<file path="config.mk">
export PLATFORM = sky130hd
export DESIGN_NAME = forwarding_unit
export DESIGN_NICKNAME = d
export VERILOG_FILES = /design/src/rtl/forwarding_unit.sv
export SDC_FILE = /design/constraint.sdc
export NUM_CORES = 1
export LEC_CHECK = 0
export CAP_MARGIN = 20
export CORE_AREA = 2 2 55 109
export DETAILED_ROUTE_END_ITERATION = 12
export DIE_AREA = 0 0 57 111
export HOLD_SLACK_MARGIN = 0.05
export SYNTH_ARGS = -nofsm -noshare
export SYNTH_HDL_FRONTEND = slang
export SYNTH_SLANG_ARGS = --single-unit
</file>
<file path="constraint.sdc">
create_clock -name clk -period 4.15 [get_ports clk]
set_input_delay 0.83 -clock clk [delete_from_list [all_inputs] [get_ports clk]]
set_output_delay 0.83 -clock clk [all_outputs]
set_load 0.005 [all_outputs]
</file>
<file path="src/rtl/forwarding_unit.sv">
// -----------------------------------------------------------------------------
// forwarding_unit
//
// Purpose:
//   EX-stage operand forwarding selector for the 5-stage RV32 pipeline. The
//   ID/EX source registers are compared against the EX/MEM and MEM/WB
//   destinations. The result drives the ALU operand mux selects. Clocked,
//   saturating event counters count forwarding activity; they never influence
//   the selects.
//
// Select encoding (forward_a / forward_b):
//   2'b00 register-file value, 2'b10 EX/MEM ALU result,
//   2'b01 MEM/WB write-back value; 2'b11 is never driven.
//
// Ports:
//   clk, rst_n          clock (counters only), async active-low reset
//   id_ex_rs1/rs2       source register indices of the instruction in EX
//   ex_mem_rd           EX/MEM destination index
//   mem_wb_rd           MEM/WB destination index
//   ex_mem_reg_write    EX/MEM instruction writes the register file
//   mem_wb_reg_write    MEM/WB instruction writes the register file
//   stat_clr            synchronous clear of both counters (beats increments)
//   forward_a/b         ALU operand A/B selects (combinational)
//   cnt_ex_fwd          operands forwarded from EX/MEM (saturating)
//   cnt_wb_fwd          operands forwarded from MEM/WB (saturating)
//
// Optional build macro FWD_STORE_DATA_EN:
//   Adds MEM-stage store-data forwarding for a load followed by a store.
//   Extra inputs ex_mem_rs2, ex_mem_mem_write and mem_wb_mem_to_reg.
//   Extra output forward_mem. Each edge with forward_mem=1 also counts into
//   cnt_wb_fwd.
// -----------------------------------------------------------------------------
module forwarding_unit #(
  parameter int REG_ADDR_W = 5,
  parameter int CNT_W      = 16
) (
  input  logic                  clk,
  input  logic                  rst_n,
  input  logic [REG_ADDR_W-1:0] id_ex_rs1,
  input  logic [REG_ADDR_W-1:0] id_ex_rs2,
  input  logic [REG_ADDR_W-1:0] ex_mem_rd,
  input  logic [REG_ADDR_W-1:0] mem_wb_rd,
  input  logic                  ex_mem_reg_write,
  input  logic                  mem_wb_reg_write,
  input  logic                  stat_clr,
  output logic [1:0]            forward_a,
  output logic [1:0]            forward_b,
  output logic [CNT_W-1:0]      cnt_ex_fwd,
  output logic [CNT_W-1:0]      cnt_wb_fwd
`ifdef FWD_STORE_DATA_EN
  ,
  input  logic [REG_ADDR_W-1:0] ex_mem_rs2,
  input  logic                  ex_mem_mem_write,
  input  logic                  mem_wb_mem_to_reg,
  output logic                  forward_mem
`endif
);

  // A stage may forward only if it writes a real register; x0 is hard-wired
  // to zero and must never be forwarded.
  logic ex_live, wb_live;
  logic a_from_ex, a_from_wb, b_from_ex, b_from_wb;

  assign ex_live = ex_mem_reg_write && (ex_mem_rd != '0);
  assign wb_live = mem_wb_reg_write && (mem_wb_rd != '0);

  // EX/MEM wins over MEM/WB because it holds the more recent result.
  assign a_from_ex = ex_live && (ex_mem_rd == id_ex_rs1);
  assign b_from_ex = ex_live && (ex_mem_rd == id_ex_rs2);
  assign a_from_wb = !a_from_ex && wb_live && (mem_wb_rd == id_ex_rs1);
  assign b_from_wb = !b_from_ex && wb_live && (mem_wb_rd == id_ex_rs2);

  always_comb begin
    forward_a = 2'b00;
    forward_b = 2'b00;
    if (a_from_ex)      forward_a = 2'b10;
    else if (a_from_wb) forward_a = 2'b01;
    if (b_from_ex)      forward_b = 2'b10;
    else if (b_from_wb) forward_b = 2'b01;
  end

`ifdef FWD_STORE_DATA_EN
  // A load in MEM/WB feeding the store data of the store now in EX/MEM.
  assign forward_mem = ex_mem_mem_write && mem_wb_reg_write && mem_wb_mem_to_reg &&
                       (mem_wb_rd != '0) && (mem_wb_rd == ex_mem_rs2);
`endif

  // ---------------------------------------------------------------------------
  // Event counters
  // ---------------------------------------------------------------------------
  logic [1:0]       ex_inc, wb_inc;
  logic [CNT_W-1:0] cnt_ex_q, cnt_ex_d;
  logic [CNT_W-1:0] cnt_wb_q, cnt_wb_d;

  // The increment is at most 3 (two selects plus store data), so a 2-bit
  // headroom on the sum is enough to detect overflow and clamp to all-ones.
  function automatic logic [CNT_W-1:0] sat_add(input logic [CNT_W-1:0] cnt,
                                               input logic [1:0]       inc);
    logic [CNT_W+1:0] sum;
    sum = {2'b00, cnt} + {{CNT_W{1'b0}}, inc};
    if (sum > {2'b00, {CNT_W{1'b1}}}) return {CNT_W{1'b1}};
    else                               return sum[CNT_W-1:0];
  endfunction

  always_comb begin
    ex_inc = {1'b0, a_from_ex} + {1'b0, b_from_ex};
    wb_inc = {1'b0, a_from_wb} + {1'b0, b_from_wb}
`ifdef FWD_STORE_DATA_EN
             + {1'b0, forward_mem}
`endif
             ;
    if (stat_clr) begin
      cnt_ex_d = '0;
      cnt_wb_d = '0;
    end else begin
      cnt_ex_d = sat_add(cnt_ex_q, ex_inc);
      cnt_wb_d = sat_add(cnt_wb_q, wb_inc);
    end
  end

  always_ff @(posedge clk or negedge rst_n) begin
    if (!rst_n) begin
      cnt_ex_q <= '0;
      cnt_wb_q <= '0;
    end else begin
      cnt_ex_q <= cnt_ex_d;
      cnt_wb_q <= cnt_wb_d;
    end
  end

  assign cnt_ex_fwd = cnt_ex_q;
  assign cnt_wb_fwd = cnt_wb_q;

endmodule

</file>
# Word-level counts from Yosys, hierarchy flattened
# Index checks and enable logic that the tools add are counted.
# classes
addsub	4
n_reduce_logical	12
n_eq_ne	4
mux	8
order_cmp	2
# op_table
operator	count
$mux 16	4
$add 16x2->17	2
$gt 17x16->1 const B	2
$eq 5x5->1	4
$reduce_bool 5->1	2
$logic_and 1x1->1	8
$add 1x1->2	2
$mux 2	2
$logic_not 1->1	2
$mux 1	2
# totals
word_cells	32
ff_bits	32
output_inout_bits	36
inputBits	25

# Depth between registers and ports, before layout
# Gate-level depths: netlist of run 1.
# logic_depth
ltp_word	11
mapped_depth	12
depth_no_buf	11

# Least setup slack after synthesis of run 1
# OpenSTA, ideal clock, no wires.
# synth_timing
path_kind	input -> register
startpoint	input port ex_mem_rd[4]
endpoint	register cnt_wb_q[1], in the netlist cnt_wb_fwd[1]
arrival_ns	3.244
cell_stages	11
required_time_ns	4.072
path_buffers	1
setup_ns	0.078
setup_slack_ns	0.828
path_cell_list	or4_1 > o21ai_1 > nor4_1 > nor4_1 > fa_1 > ha_1 > nand3_1 > nor2_1 > nand3_1 > clkbuf_1 > a21oi_1
# synth_between
elab_chain_len	11
word_cells_on_any_way	17
cone_classes	add/sub: 2; order compare: 1; eq/ne: 2; mux: 2; reduce/logical: 10
# synth_lines
element	line	rtl
start: declaration	41	input logic [REG_ADDR_W-1:0] ex_mem_rd,
$reduce_bool 5->1	64	assign ex_live = ex_mem_reg_write && (ex_mem_rd != '0);
$logic_and 1x1->1	64	
$logic_and 1x1->1 *	68	assign a_from_ex = ex_live && (ex_mem_rd == id_ex_rs1);
via a_from_ex	62	logic a_from_ex, a_from_wb, b_from_ex, b_from_wb;
$logic_not 1->1 *	70	assign a_from_wb = !a_from_ex && wb_live && (mem_wb_rd == id_ex_rs1);
$logic_and 1x1->1 * (2 in a row)	70	
$add 1x1->2 *	107	wb_inc = {1'b0, a_from_wb} + {1'b0, b_from_wb}
$add 16x2->17 *	100	sum = {2'b00, cnt} + {{CNT_W{1'b0}}, inc};
$gt 17x16->1	101	if (sum > {2'b00, {CNT_W{1'b1}}}) return {CNT_W{1'b1}};
$mux 16 *	101	
$mux 16 *	112	if (stat_clr) begin
via cnt_wb_d[1]	93	logic [CNT_W-1:0] cnt_wb_q, cnt_wb_d;
end signal: assignment	127	cnt_wb_q <= cnt_wb_d;
end: declaration	93	
# The timed path passes the listed nets; every way through them passes the cells marked *.

# Worst setup path after layout of run 1
# layout_timing
startpoint	input port ex_mem_rd[4]
endpoint	output port forward_b[0]
# layout_between
elab_chain_len	8
word_cells_on_any_way	9
cone_classes	eq/ne: 1; mux: 2; reduce/logical: 6
# layout_lines
element	line	rtl
$reduce_bool 5->1	64	
$logic_and 1x1->1	64	
$logic_and 1x1->1 *	69	assign b_from_ex = ex_live && (ex_mem_rd == id_ex_rs2);
$logic_not 1->1	71	assign b_from_wb = !b_from_ex && wb_live && (mem_wb_rd == id_ex_rs2);
$logic_and 1x1->1 (2 in a row)	71	
$mux 1	79	else if (b_from_wb) forward_b = 2'b01;
$mux 2 *	78	if (b_from_ex) forward_b = 2'b10;
end: declaration	47	output logic [1:0] forward_b,
# Every way passes the cells marked *; elsewhere a longest branch is shown, timed or not.

==> results of run 1 <==
-- kinds of logic (layout without fill, tap and decap cells) --
group,count (synthesis),count (layout)
simple gates,73,73
xor+xnor,39,39
fa+ha+maj,5,5
mux,2,2
flops,32,32
compound gates,39,39
buf+inv,20,91
-- through the flow --
step                setup slack (ns)  total power [mW]  cell area (µm²)
floorplan                     0.8284            0.3434             1932
global placement              0.1570            0.3880             2643
detailed placement           0.07525            0.3910             2670
CTS                           0.3165            0.8408             2853
global route                0.004110            0.8540             2853
finish                        0.2804            0.8301             2853
-- worst max path at each step --
stage | slack [ns] | from | end | cells past startpoint
6_report | 0.28 | ex_mem_rd[4] | forward_b[0] | 6
5_1_grt | 0.004 | ex_mem_rd[4] | cnt_ex_fwd[0]$_DFF_PN0_ | 13
4_1_cts | 0.32 | ex_mem_rd[4] | forward_b[0] | 6
3_5_place_dp | 0.08 | ex_mem_rd[4] | cnt_ex_fwd[0]$_DFF_PN0_ | 13
3_3_place_gp | 0.16 | ex_mem_rd[2] | cnt_ex_fwd[0]$_DFF_PN0_ | 13
2_1_floorplan | 0.83 | ex_mem_rd[4] | cnt_wb_fwd[1]$_DFF_PN0_ | 11
-- cell type report --
type	instances	area [µm²]	area share, %
sequential	32	800.8	28.07
inverter	13	48.80	1.711
timing repair buffer	70	695.7	24.39
clock inverter	1	30.03	1.053
clock buffer	7	152.6	5.351
tap	61	76.32	2.675
multi-input combinational	158	1049	36.75
-- per-layer routing --
metal  part of all wire [%]  GRT usage, %
met5                      0             0
met4                    2.2         5.581
met3                    5.8         4.201
met2                     48         25.90
met1                     44         20.69
-- report_power, final --
part | leakage [nW] | total (mW) | internal, mW | switching, mW
Sequential | 0.447 | 0.314 | 0.313 | 0.000640
Combinational | 0.540 | 0.0718 | 0.0380 | 0.0337
Clock | 0.0901 | 0.444 | 0.316 | 0.129
-- worst max-delay path: stages --
cell and delay, ns:
clkdlybuf4s50_1 0.48, or4_1 0.54, o21ai_1 0.17, nor4_1 0.12
nor4_1 0.33, clkdlybuf4s50_1 0.56
-- cells in the final DEF, fill, tap and decap left out, types with 2 or more instances in the layout --
cell type	instances
nand3_1	14
or4_1	4
fa_1	2
o21a_1	2
nor4_1	14
xnor2_1	24
mux2i_1	2
nand4_2	2
ha_1	3
clkdlybuf4s50_1	60
clkbuf_16	5
dfrtp_1	32
buf_4	9
a31oi_1	3
nand4_1	4
nand2_1	9
xor2_1	15
inv_1	13
nor2b_1	3
nor2_1	15
a21oi_1	25
a211oi_1	3
clkbuf_8	2
o21ai_0	3
nor3_1	6
-- registers in the layout, indices dropped and copies added (netlist names) --
name,cells
cnt_wb_fwd,16
cnt_ex_fwd,16
==> impl_results.md, run 1 <==
- CTS HTree Levels: 2
- Layout cells sized above 1: roughly 7.5%
- Cell Area, Synth: 1932 µm²
- Initial antenna violation count: 0
- Yosys top cell by area: dfrtp_1
- Synth unique cells: 28
- Crit path capture type: output pin
- R2R Path Start: cnt_ex_fwd[0]$_DFF_PN0_
- IO Port Bufs: 60
- Most common cell in the netlist: dfrtp_1
- Post-DRT Antenna Nets: 0
- Post-synth ARST share: 100.0%
- R2R Setup Slk: ~2.0 ns
- Rel. slew slack: 57.78%
- Max FO, Critical Path: 4
- Max clock buf depth: 2
- Worst hold start: cnt_wb_fwd[8]$_DFF_PN0_
- Mapped Cells: 210
- Initial detailed-routing violation count: 34
- Simple-gate share of the synthesized area: 20.27%
- Die width: 57 µm
- Leakage Power: 1.077 nW
- Endpoints failing hold: 0
- First-pass GRT wire length: 8390 µm
- Initial Utilization: 34.73%
- Via density: approximately 5.3
- Vias in the first global route: 1846
- WL final: slightly below 5000 µm
- Final TNS setup: 0 ns
- Worst hold path stage count: 1
- CTS sink count: 32
- Peak VDD IR: 239.4 µV
- Mux contribution to synthesized area: 1.036%
- Worst hold slack: ~0.57 ns
- Run status: finished, final reports clean
- R2R depth: 9
- DR WL/cell: ~14 µm
- Final setup skew: 0.002613 ns
- Synth top cells by count: dfrtp_1 (32), a21oi_1 (25), xnor2_1 (24)
- Post-layout util: between 50 and 60%
- Reg2reg end: cnt_ex_fwd[0]$_DFF_PN0_
- CTS tree: built
- Core Region: 5563 µm²
- Worst hold path endpoint: cnt_wb_fwd[8]$_DFF_PN0_
- Clock transition at path regs: roughly 0.050 ns
- I/O pins: 61
- # nets final: 310
- RD Place Congestion: 0.9823
- Max Freq: 258.4 MHz
- Final min period: 3.870 ns
- Placed insts: 334
- Syn-to-layout area delta: 47.67%
- Post-synthesis sequential area ratio: 41.45%
- Worst EP required: 3.32 ns
- Synth Flop Type: dfrtp_1
- Clock Latency Late Sink: 0.27 ns
- XOR/XNOR share of the synthesized area: approximately 18%
- Vias: 1807
- EDFF count, synth: 0
- Yosys reg bits: 32
- Tcrit/Tclk final: 93.24%
- Pins Over Slew Limit: 0
- Adder-Cell Fraction of Synth Area: 4.016%
- Post-synthesis compound-gate area fraction: 11.27%
- RSZ-0062 raised after global routing: no
- CTS root buffer: clkbuf_16
- Largest cells by area after synthesis: dfrtp_1 (41%), xnor2_1 (11%), xor2_1 (6.8%)
- Post-DP HPWL: 3589 µm
- Critical path class: in -> out
- Chip Height: about 110 µm
- Fill cells: 528
- Slew @ Worst Pin: 0.6275 ns
- Final std cells w/o fill: 342
- Main combinational cell family by area after synthesis: simple AND/OR/NAND/NOR gates
- Max Cap Viol: 0
- Arrival time at the worst endpoint: 3.04 ns
- Row cnt: 39
- Power Density: 291.0 nW/µm²
- Residual DRC count: 0
- Synth top area share: ~41%
- Post-CTS Setup Inserts: 0
- Pin count of the biggest net entering global routing: 33
- Final setup vio count: 0
- Hold/Removal Path Class: reg -> reg
- Post-Syn Area per Cell: approximately 9.2 µm²
- Inserted Diodes: 0
- Ys Warns: 0
- DR pass1 iterations: 4
- PostCTS Resize Cnt: 0
- CTS Buf Count: 5
- Die area: 6327 µm²
- Startpoint types: primary input
- Syn Nets: 240
- Total gr overflow: 0
- Post-CTS Hold Fix Bufs: 0
- Gr usage total: between 10% and 20%
No activity file was read; power rests on OpenSTA's default activity.
==> run 2, diff against run 1 <==
- GPL_ROUTABILITY_DRIVEN: not set -> 0
- SLEW_MARGIN: not set -> 20
==> run 2 against run 1 <==
Net effect: register-to-register slack worse by 0.02 ns; non-clock buffer count is 1 lower; total power fell by 9.8%; highest routed layer unchanged; combinational power is 4.0% lower; clock power fell by 18%; via count shrank 0.22%; clock skew is 0.0025 ns higher; sequential power about the same; flip-flop and latch count unchanged.
==> impl_results.md, run 2 (same netlist as run 1, synthesis figures left out) <==
- Pins Over Slew Limit: 0 (unchanged)
- Initial antenna violation count: 0 (unchanged)
- Final setup skew: 0.005153 ns (+0.002540 ns)
- Die width: 57 µm (unchanged)
- DR pass1 iterations: 6 (+2)
- Critical Path, Cell by Cell: clkdlybuf4s50_1, or4_1, o21ai_1, nor4_1, nor4_1, clkdlybuf4s50_1
- Inserted Diodes: 0 (unchanged)
- # nets final: 309 (-0.32%)
- Run status: finished, final reports clean
- Post-CTS Setup Inserts: 0 (unchanged)
- IO Port Bufs: 60 (unchanged)
- CTS root buffer: clkbuf_16
- WL final: 4922 µm (+1.8%)
- Max Cap Viol: 0 (unchanged)
- Chip Height: 111 µm (unchanged)
- Final setup vio count: 0 (unchanged)
- Syn-to-layout area delta: 44.62%
- Row cnt: 39 (unchanged)
- Arrival time at the worst endpoint: 3.07 ns (+0.03 ns)
- Slowest cell on the critical path: clkdlybuf4s50_1
- Slew @ Worst Pin: 0.6454 ns (+0.01788 ns)
- Final min period: 3.898 ns (+0.02838 ns)
- Max FO, Critical Path: 4 (unchanged)
- DR WL/cell: 14.43 µm (+2.1%)
- Clock Latency Late Sink: 0.27 ns (about the same)
- Tcrit/Tclk final: 93.93% (+0.68 points)
- Core Region: 5563 µm² (unchanged)
- Final std cells w/o fill: 341 (-0.29%)
- Endpoints failing hold: 0 (unchanged)
- Placed insts: 333 (-0.30%)
- CTS tree: built
- Via density: 5.287 (about the same)
- Clock share of power: 48.9% (-4.6 points)
- Max clock buf depth: 2 (unchanged)
- Total power: 748.6 µW (-9.8%)
- PostCTS Resize Cnt: 0 (unchanged)
- Worst slack, placed: 0.08968 ns (+0.01442 ns)
- Peak VDD IR: 278.3 µV (+16%)
- CTS Buf Count: 5 (unchanged)
- Post-CTS Hold Fix Bufs: 0 (unchanged)
- Post-DRT Antenna Nets: 0 (unchanged)
- Pin count of the biggest net entering global routing: 33 (unchanged)
- Met3 WL: 263 µm (-6.7%)
- Die area: 6327 µm² (unchanged)
- Vias: 1803 (-0.22%)
- Max Freq: 256.5 MHz (-0.73%)
- Residual DRC count: 0 (unchanged)
- Hold/Removal Path Class: reg -> reg
- Comb pwr share: 9.2% (+0.6 points)
- Power share of the sequential group: 41.9% (+4.1 points)
- Layout cells sized above 1: 7.500% (+0.027 points)
- Leakage Power: 1.045 nW (-3.0%)
- Worst EP required: 3.32 ns (about the same)
- Placed Area: 2638 µm² (-1.2%)
- Power Density: 268.0 nW/µm² (-7.9%)
- Gr usage total: 16.33% (+0.20 points)
- Internal power: 586.8 µW (-12%)
- Metal-1 WL: 2133 µm (+0.90%)
- Vias in the first global route: 1855 (+0.49%)
- Post-layout util: 50.22% (-1.1 points)
- Worst hold slack: 0.5734 ns (+0.004732 ns)
- RSZ-0062 raised after global routing: no
- Worst Setup Slack, final: 0.2520 ns (-0.02838 ns)
- Post-DP HPWL: 3555 µm (-0.94%)
- Highest metal layer with signal wires: met4
- Initial Utilization: 34.73% (unchanged)
- Slowest stage delay, CP: 0.55 ns (about the same)
- Rel. slew slack: 56.58% (-1.2 points)
- First-pass GRT wire length: 8487 µm (+1.2%)
- I/O pins: 61 (unchanged)
- CTS sink count: 32 (unchanged)
- Metal2 WL: 2425 µm (+4.0%)
- Sw Ratio: 21.63% (+2.0 points)
- Commonest non-fill, non-tap cell in the layout: clkdlybuf4s50_1
- Most frequent cells in the layout: clkdlybuf4s50_1 (59), dfrtp_1 (32), a21oi_1 (25), xnor2_1 (24)
- Critical path class: in -> out
- Final instance area: 2794 µm² (-2.1%)
- Psw: 161.9 µW (-0.79%)
- Startpoint types: primary input
- Final TNS setup: 0 ns (unchanged)
- Total gr overflow: 0 (unchanged)
- Crit path capture type: output pin
- Clock transition at path regs: 0.05 ns (about the same)
- Initial detailed-routing violation count: 47 (+38%)
- CTS HTree Levels: 2 (unchanged)
## run 2: area by class of cell
type	count	area, µm²
Inverter	13	48.80
Fill cell	544	2769
Multi-Input combinational cell	158	1055
Clock buffer	7	142.6
Clock inverter	1	7.507
Sequential cell	32	800.8
Tap cell	61	76.32
Timing Repair Buffer	69	663.1
## run 2: path summary, 6_finish.rpt
path	slack (ns)	startpoint	cells past startpoint	endpoint
max	0.25	ex_mem_rd[4]	6	forward_a[0]
min	0.57	cnt_wb_fwd[8]$_DFF_PN0_	1	cnt_wb_fwd[8]$_DFF_PN0_
max reg2reg	1.98	cnt_ex_fwd[0]$_DFF_PN0_	9	cnt_ex_fwd[0]$_DFF_PN0_
min reg2reg	0.57	cnt_wb_fwd[8]$_DFF_PN0_	1	cnt_wb_fwd[8]$_DFF_PN0_
max in group asynchronous	2.88	rst_n	2	cnt_ex_fwd[4]$_DFF_PN0_
min in group asynchronous	0.96	rst_n	2	cnt_wb_fwd[14]$_DFF_PN0_
## run 2: power groups by stage
stage | clock, mW | sequential [mW] | combinational [mW]
4_1_cts | 0.377 | 0.314 | 0.0691
3_3_place_gp | 0 | 0.319 | 0.0688
5_1_grt | 0.387 | 0.314 | 0.0754
3_5_place_dp | 0 | 0.319 | 0.0680
2_1_floorplan | 0 | 0.319 | 0.0241
6_report | 0.366 | 0.314 | 0.0689
## run 2: per-layer routing
| metal | track usage (%) | vias to the layer above |
|---|---|---|
| met5 | 0 | - |
| met4 | 5.271 | 0 |
| met3 | 3.967 | 9 |
| met2 | 26.97 | 65 |
| met1 | 20.57 | 855 |
| li1 | - | 874 |
## run 2: worst max-delay path: cells and delay by family
family | cells | cell delay [ns]
buf+inv | 2 | 1.04
simple gates | 3 | 0.98
compound gates | 1 | 0.21
==> run 3, diff against run 2 <==
- CAP_MARGIN: 20 -> not set
- CELL_PAD_IN_SITES_DETAIL_PLACEMENT: not set -> 1
- CELL_PAD_IN_SITES_GLOBAL_PLACEMENT: not set -> 2
- CORE_AREA: 2 2 55 109 -> 2 2 61 121
- DIE_AREA: 0 0 57 111 -> 0 0 63 123
- PLACE_DENSITY_LB_ADDON: not set -> 0.1
==> run 3 against run 2 <==
Net effect: first-iteration DRC count is 8.5% higher; clock-buffer cell count is 2 lower; maximum frequency is 1.9% lower; register-to-register slack hardly changed; clock power is 15% higher; die area is 22% higher; critical endpoint unchanged.
==> impl_results.md, run 3 (same netlist as run 1, synthesis figures left out) <==
- Post-DRT Antenna Nets: 0 (unchanged)
- Initial Utilization: 28.27% (-6.5 points)
- Total power: 804.8 µW (+7.5%)
- Core Region: 6833 µm² (+23%)
- Slew @ Worst Pin: 0.9811 ns (+0.3357 ns)
- Gr busiest metal: met2
- Routing usage on met1: 18.71% (-1.9 points)
- # nets final: 314 (+1.6%)
- R2R Path Start: cnt_ex_fwd[0]$_DFF_PN0_
- GR Util met2: 27.66% (+0.69 points)
- PostCTS Resize Cnt: 0 (unchanged)
- Final setup vio count: 0 (unchanged)
- RSZ-0062 raised after global routing: no
- Peak VDD IR: 288.0 µV (+3.5%)
- Die width: 63 µm (+11%)
- Vias: 1817 (+0.78%)
- Arrival time at the worst endpoint: 3.15 ns (+0.08 ns)
- Rel. slew slack: 34.39% (-22 points)
- Residual DRC count: 0 (unchanged)
- DR pass1 iterations: 4 (-2)
- Worst slack, placed: -0.04449 ns (-0.1342 ns)
- CP Launch Point: ex_mem_rd[4]
- First-pass GRT wire length: 9597 µm (+13%)
- Area of the multi-input gates: 1049 µm² (-0.59%)
- Pins Over Slew Limit: 0 (unchanged)
- Reg area: 800.8 µm² (unchanged)
- Final TNS setup: 0 ns (unchanged)
- Post-CTS Hold Fix Bufs: 0 (unchanged)
- Commonest non-fill, non-tap cell in the layout: clkdlybuf4s50_1
- CTS Buf Count: 5 (unchanged)
- Final min period: 3.975 ns (+0.07724 ns)
- Most frequent cells in the layout: clkdlybuf4s50_1 (60), dfrtp_1 (32), a21oi_1 (25), xnor2_1 (24)
- Clock transition at path regs: 0.05 ns (about the same)
- Max FO, Critical Path: 4 (unchanged)
- Run status: finished, final reports clean
- Clock Latency Late Sink: 0.28 ns (about the same)
- Reg2reg end: cnt_ex_fwd[12]$_DFF_PN0_
- CTS root buffer: clkbuf_16
- Pin count of the biggest net entering global routing: 33 (unchanged)
- Initial detailed-routing violation count: 51 (+8.5%)
- R2R Setup Slk: 1.99 ns (about the same)
- Gr usage total: 15.66% (-0.68 points)
- CTS tree: built
- Row cnt: 43 (+10%)
- Worst EP required: 3.32 ns (about the same)
- DR WL/cell: 14.93 µm (+3.4%)
- Critical path class: in -> out
- Endpoints failing hold: 0 (unchanged)
- Initial antenna violation count: 0 (unchanged)
- Chip Height: 123 µm (+11%)
- Die area: 7749 µm² (+22%)
- Tcrit/Tclk final: 95.79% (+1.9 points)
- Hold/Removal Path Class: reg -> reg
- Inserted Diodes: 0 (unchanged)
- Post-DP HPWL: 4401 µm (+24%)
- I/O pins: 61 (unchanged)
- Power Density: 279.0 nW/µm² (+4.1%)
- Max Freq: 251.6 MHz (-1.9%)
- Via density: 4.845 (-8.4%)
- Crit path capture type: output pin
- Vias in the first global route: 2009 (+8.3%)
- CTS sink count: 32 (unchanged)
- R2R depth: 8 (-1)
- Max Cap Viol: 0 (unchanged)
- Final setup skew: 0.004582 ns (-0.0005715 ns)
- Worst Setup Slack, final: 0.1748 ns (-0.07724 ns)
- Max clock buf depth: 2 (unchanged)
- CTS HTree Levels: 2 (unchanged)
- Global Route met3 Usage: 3.367% (-0.60 points)
- Leakage Power: 1.081 nW (+3.4%)
- Total gr overflow: 0 (unchanged)
- Layout cells sized above 1: 8.772% (+1.3 points)
- Syn-to-layout area delta: 49.29%
- Crit path to: forward_a[0]
- IO Port Bufs: 60 (unchanged)
- Fill cells: 814 (+50%)
- Startpoint types: primary input
- Post-CTS Setup Inserts: 0 (unchanged)
- WL final: 5598 µm (+14%)
-- run 3: per-stage QoR --
step                      hold WS, ns  cell area [µm²]  utilization [%]  std cells
final                          0.5828             2884            42.21        375
after CTS                      0.5912             2884            42.21        375
after global placement         0.5748             2716            39.75        367
after floorplan                0.5279             1932                -        210
after detailed placement       0.5767             2716            39.75        367
after global routing           0.6138             2884            42.21        375
-- run 3: cell type report --
cell class | count | area share [%]
multi-input cells | 158 | 36.36
clock buffers | 5 | 4.338
inverters | 13 | 1.692
repair buffers | 74 | 24.47
clock inverters | 3 | 1.475
flip-flops and latches | 32 | 27.77
well taps | 90 | 3.905
-- run 3: worst min-delay path by stage --
stage	start	end	slack (ns)	cells after the start
2_1_floorplan	rst_n	cnt_ex_fwd[0]$_DFF_PN0_	0.53	0
3_3_place_gp	cnt_wb_fwd[8]$_DFF_PN0_	cnt_wb_fwd[8]$_DFF_PN0_	0.57	1
3_5_place_dp	cnt_wb_fwd[12]$_DFF_PN0_	cnt_wb_fwd[12]$_DFF_PN0_	0.58	1
4_1_cts	cnt_wb_fwd[12]$_DFF_PN0_	cnt_wb_fwd[12]$_DFF_PN0_	0.59	1
5_1_grt	cnt_wb_fwd[12]$_DFF_PN0_	cnt_wb_fwd[12]$_DFF_PN0_	0.61	1
6_report	cnt_wb_fwd[12]$_DFF_PN0_	cnt_wb_fwd[12]$_DFF_PN0_	0.58	1
-- run 3: metal layers --
layer  share of wire (%)  vias up
li1                    -      884
met1                  41      899
met2                  55       29
met3                 3.0        5
met4                 1.2        0
met5                   0        -
-- run 3: where the power goes --
| part | internal [mW] | total [mW] | leakage, nW | switching, mW |
|---|---|---|---|---|
| logic | 0.0364 | 0.0708 | 0.554 | 0.0343 |
| clock network | 0.282 | 0.420 | 0.0798 | 0.139 |
| registers | 0.313 | 0.314 | 0.447 | 0.000576 |
| total | 0.631 | 0.805 | 1.08 | 0.174 |
-- run 3: critical path, stage by stage --
cell,delay (ns)
clkdlybuf4s50_1,0.48
or4_1,0.54
o21ai_1,0.19
nor4_1,0.13
nor4_1,0.40
clkdlybuf4s50_1,0.57
==> edit 1: new RTL, settings of run 2 <==
`REG_ADDR_W`: 5 -> 7.
--- a/src/rtl/forwarding_unit.sv
+++ b/src/rtl/forwarding_unit.sv
@@ -33,3 +33,3 @@
 module forwarding_unit #(
-  parameter int REG_ADDR_W = 5,
+  parameter int REG_ADDR_W = 7,
   parameter int CNT_W      = 16
Ports: changed (resized ex_mem_rd, id_ex_rs1, id_ex_rs2 and mem_wb_rd); port bits go from 61 to 69. The function was not compared with the original's and may differ.
==> edit 1 against run 2 <==
- sequential cell count unchanged
- worst setup slack better by 0.028 ns
- routed wire length up 14%
- non-clock buffer count up 4
- design area up 9.0%
- area after synthesis up 9.0%
- power up 13%
- global-route usage up 2.0 points
- first-iteration DRC count down 28%
- sequential share of layout area down 2.4 points
==> edit 1: results (changes against run 2) <==
Run status
  – Status: completed

Placement
  – Place WS: 0.2381 ns (+0.1485 ns)
  – Placed inst area: 2861 µm² (+8.5%)
  – Post-detail-place hpwl: 4.182 mm (+18%)
  – # port buffers: 68 (+13%)
  – Post-placement cell count: 352 (+5.7%)

Layout
  – Filler cells: 535 (-1.7%)
  – Fin nets: 336 (+8.7%)
  – Non-Filler Instances: 360 (+5.6%)
  – Antenna cell count: 0 (unchanged)
  – Share of layout cells above drive strength 1: 0.09030 (+0.01530)

GRT
  – GR Layer Usage met1: 0.2586 (+0.05293)
  – GRT Total Usage: 0.1835 (+0.02012)
  – Largest net degree at the start of global routing: 35 (+6.1%)
  – GRT met2 Usage: 0.2759 (+0.006130)
  – First-pass GRT wire length: 9.563 mm (+13%)
  – Met3 usage: 0.04551 (+0.005834)
  – Number of global-route vias before repair: 1993 (+7.4%)

STA
  – Clk_skew: 0.004818 ns (-0.0003354 ns)
  – Min Clock Period, post-route: 3.870 ns (-0.02785 ns)
  – Slew HR: 0.5728 (+0.007050)

Critical path
  – Crit path DAT: 3.04 ns (-0.03 ns)
  – Worst R2R Setup Slack: 2.12 ns (+0.14 ns)
  – Worst R2R End: cnt_ex_fwd[13]
  – Max incr delay on CP: 0.56 ns
  – R2r worst-path depth: 8 (-1)
  – CP max-delay cell: or4_4
  – Crit. Startpoint: ex_mem_rd[1]

Min path
  – Hold path endpoint: cnt_wb_fwd[15]
  – Worst Hold Launch: cnt_wb_fwd[15]

Route
  – DR WL/cell: 15.55 µm (+7.8%)
  – DR WL met3: 351 µm (+33%)
  – Average via count per standard cell: 5.497 (+4.0%)
  – Met2 WL: 2.597 mm (+7.1%)
  – Metal-1 WL: 2.574 mm (+21%)
  – First-pass DRT Iterations: 4 (-2)
  – Starting DRT DRC Count: 34 (-28%)

Power
  – Leak: 1.144 nW (+9.4%)
  – Worst VDD drop: 250.4 µV (-10%)

Clock tree
  – Later-pin clock latency in the skew report: 0.28 ns

Yosys
  – Top area cells in the synthesized netlist: dfrtp_1, xnor2_1, a21oi_1, xor2_1, nor3_1
  – Synth cell count leaders: xnor2_1, dfrtp_1, a21oi_1
  – Syn nets: 263 (+9.6%)
  – Netlist cell types: 38 (+36%)
  – Register area share after synthesis: 0.3803 (-0.03423)
==> edit 1: cell count changes after synthesis, moves of 3 or more <==
cell	delta
nor2_1	-4
xnor2_1	+9
a41o_1	+3
nand4_1	+3
or4_1	-3
nor3_1	+11
a211oi_1	-3
nor4_1	-10
xor2_1	-3
==> edit 1: how the worst max path moves through the flow <==
stage,cells after the start,to
6_report,6,forward_b[0]
5_1_grt,6,forward_b[0]
4_1_cts,6,forward_a[0]
3_5_place_dp,11,cnt_wb_fwd[11]
3_3_place_gp,11,cnt_wb_fwd[11]
2_1_floorplan,10,cnt_wb_fwd[11]
==> edit 1: cells by family (layout without fill, tap and decap cells) <==
kind of cell / count (synthesis) / in the layout / synth area share
adder cells (fa/ha/maj): 5 / 5 / 0.03684
AND/OR/NAND/NOR: 85 / 85 / 0.2329
XOR/XNOR: 45 / 45 / 0.1872
buffers and inverters: 18 / 92 / 0.03565
AO/OA/AOI/OAI: 40 / 40 / 0.1272
flip-flops: 32 / 32 / 0.3803
==> edit 1: final cells by class <==
class                   count  area share
inverters                  11     0.01356
well taps                  61     0.02507
repair buffers             73      0.2343
clock buffers               7     0.05014
multi-input cells         175      0.4040
clock inverters             1    0.009864
flip-flops and latches     32      0.2630
==> edit 1: where the power goes <==
group	total [mW]	switching (mW)	internal, mW
logic	0.0890	0.0413	0.0477
registers	0.313	0.000185	0.313
clock network	0.447	0.131	0.316
==> edit 1: stage by stage <==
step	utilization	hold slack, ns
floorplan	-	0.5176
global placement	0.5153	0.5405
detailed placement	0.5144	0.5352
CTS	0.5472	0.5499
global route	0.5472	0.5757
finish	0.5472	0.5513
==> edit 2: new RTL, flow settings as in run 2 <==
Without the edit above. Make the reset (`rst_n`) synchronous in one clocked block. Comments in the files are not updated.
--- a/src/rtl/forwarding_unit.sv
+++ b/src/rtl/forwarding_unit.sv
@@ -120,3 +120,3 @@
 
-  always_ff @(posedge clk or negedge rst_n) begin
+  always_ff @(posedge clk) begin
     if (!rst_n) begin
Check against the original RTL: differs if rst_n is asserted again (counterexample within 4 cycles, from zero or initial values and one cycle with rst_n low); with rst_n held inactive, the same outputs for 10 cycles.
==> edit 2 against run 2 <==
- synthesized cell count grew 0.48%
- worst setup slack worse by 0.13 ns
- sequential cell count is the same
- power is 6.1% higher
- design area is 4.6% lower
- non-clock buffer count up 3
- first-iteration DRC count decreased by 43%
- core utilization shrank 2.3 points
- area after synthesis decreased by 8.6%
- global-route usage is 1.4 points lower
- sequential power shrank 2%
- routed wire length decreased by 7.1%
- critical path type is now in2reg
- largest cell class unchanged
==> edit 2: results (changes against run 2) <==
Clock tree
  – Later-pin clock latency in the skew report: 0.28 ns
  – Post-CTS Setup Repair Bufs: 0 (unchanged)
  – Clock root cell: clkbuf_16
  – Cts repair resizes: 0 (unchanged)
  – Clk slew on worst S/H paths: 0.05 ns (about the same)
  – H-tree Lvls: 2 (unchanged)

Layout
  – Share of layout cells above drive strength 1: 0.08451 (+0.009507)
  – Filler cells: 565 (+3.9%)
  – Fin nets: 312 (+0.97%)
  – Layout Utilization: 0.4791 (-0.02317)
  – Antenna cell count: 0 (unchanged)

GRT
  – GRT Total Usage: 0.1490 (-0.01432)
  – First-pass GRT wire length: 7.527 mm (-11%)
  – Largest net degree at the start of global routing: 30 (-9.1%)

Placement
  – # port buffers: 60 (unchanged)
  – Place WS: -0.1354 ns (-0.2250 ns)
  – Post-placement cell count: 337 (+1.2%)
  – Placed inst area: 2499 µm² (-5.3%)
  – Post-detail-place hpwl: 3.494 mm (-1.7%)

Route
  – Vias after detailed routing: 1790 (-0.72%)
  – First-pass DRT Iterations: 4 (-2)
  – Starting DRT DRC Count: 27 (-43%)
  – DR WL/cell: 13.26 µm (-8.2%)
  – Final WL: 4.573 mm (-7.1%)

Yosys
  – Syn nets: 240 (unchanged)
  – Asr flop ratio synth: 0 (-1.000)
  – Synth cell count leaders: dfxtp_1, xnor2_1, a21oi_1
  – Netlist cell types: 33 (+18%)
  – Register area share after synthesis: 0.3629 (-0.05164)
  – Mapped Cells: 211 (+0.48%)
  – Top area cells in the synthesized netlist: dfxtp_1, xnor2_1, a21oi_1, nor4_1, nand3_1
  – Synth warnings: 0 (unchanged)

Critical path
  – Crit path DAT: 4.21 ns (+1.14 ns)
  – Top delay family on crit path: simple AND/OR/NAND/NOR gates
  – Max incr delay on CP: 0.55 ns (about the same)
  – CP max-delay cell: or4_1
  – R2r worst-path depth: 8 (-1)
  – CP Max Fanout: 6 (+2)

Power
  – Worst VDD drop: 350.6 µV (+26%)
  – Leak: 0.8471 nW (-19%)

Min path
  – Worst hold path depth: 1 (unchanged)

Floorplan
  – Row cnt: 39 (unchanged)

Run status
  – Status: completed

STA
  – Slew HR: 0.6039 (+0.03817)
  – Clk_skew: 0.004487 ns (-0.0006665 ns)
==> edit 2: kinds of logic after synthesis <==
family	share of synthesized area
adder cells (fa/ha/maj)	0.03685
XOR/XNOR	0.1836
AND/OR/NAND/NOR	0.2367
AO/OA/AOI/OAI	0.1276
flip-flops	0.3629
multiplexers	0.005670
buffers and inverters	0.04677
==> edit 2: power by group <==
part	internal [mW]	switching [mW]	leakage [nW]	total, mW
logic	0.0394	0.0279	0.509	0.0673
clock network	0.282	0.137	0.0808	0.419
registers	0.308	0.000150	0.258	0.308
==> edit 2: final timing paths <==
check                 from             end  slack (ns)
max           ex_mem_rd[4]  cnt_wb_fwd[14]        0.12
max reg2reg  cnt_wb_fwd[0]  cnt_wb_fwd[14]        2.05
min reg2reg  cnt_wb_fwd[8]   cnt_wb_fwd[8]        0.52
min          cnt_wb_fwd[8]   cnt_wb_fwd[8]        0.52
==> edit 2: area by class of cell <==
class                           count  share of cell area
Clock buffer                        6             0.04836
Inverter                           13             0.01831
Multi-Input combinational cell    159              0.3920
Sequential cell                    32              0.2404
Timing Repair Buffer               72              0.2592
Tap cell                           61             0.02864
Clock inverter                      2             0.01315
==> edit 2: metal layers <==
layer | part of all wire | routed length (µm) | vias to the layer above | track usage
li1 | - | - | 891 | -
met5 | 0 | 0 | - | 0
met2 | 0.49 | 2221 | 68 | 0.2529
met1 | 0.41 | 1894 | 821 | 0.1665
met3 | 0.070 | 320 | 10 | 0.03617
met4 | 0.030 | 136 | 0 | 0.07752
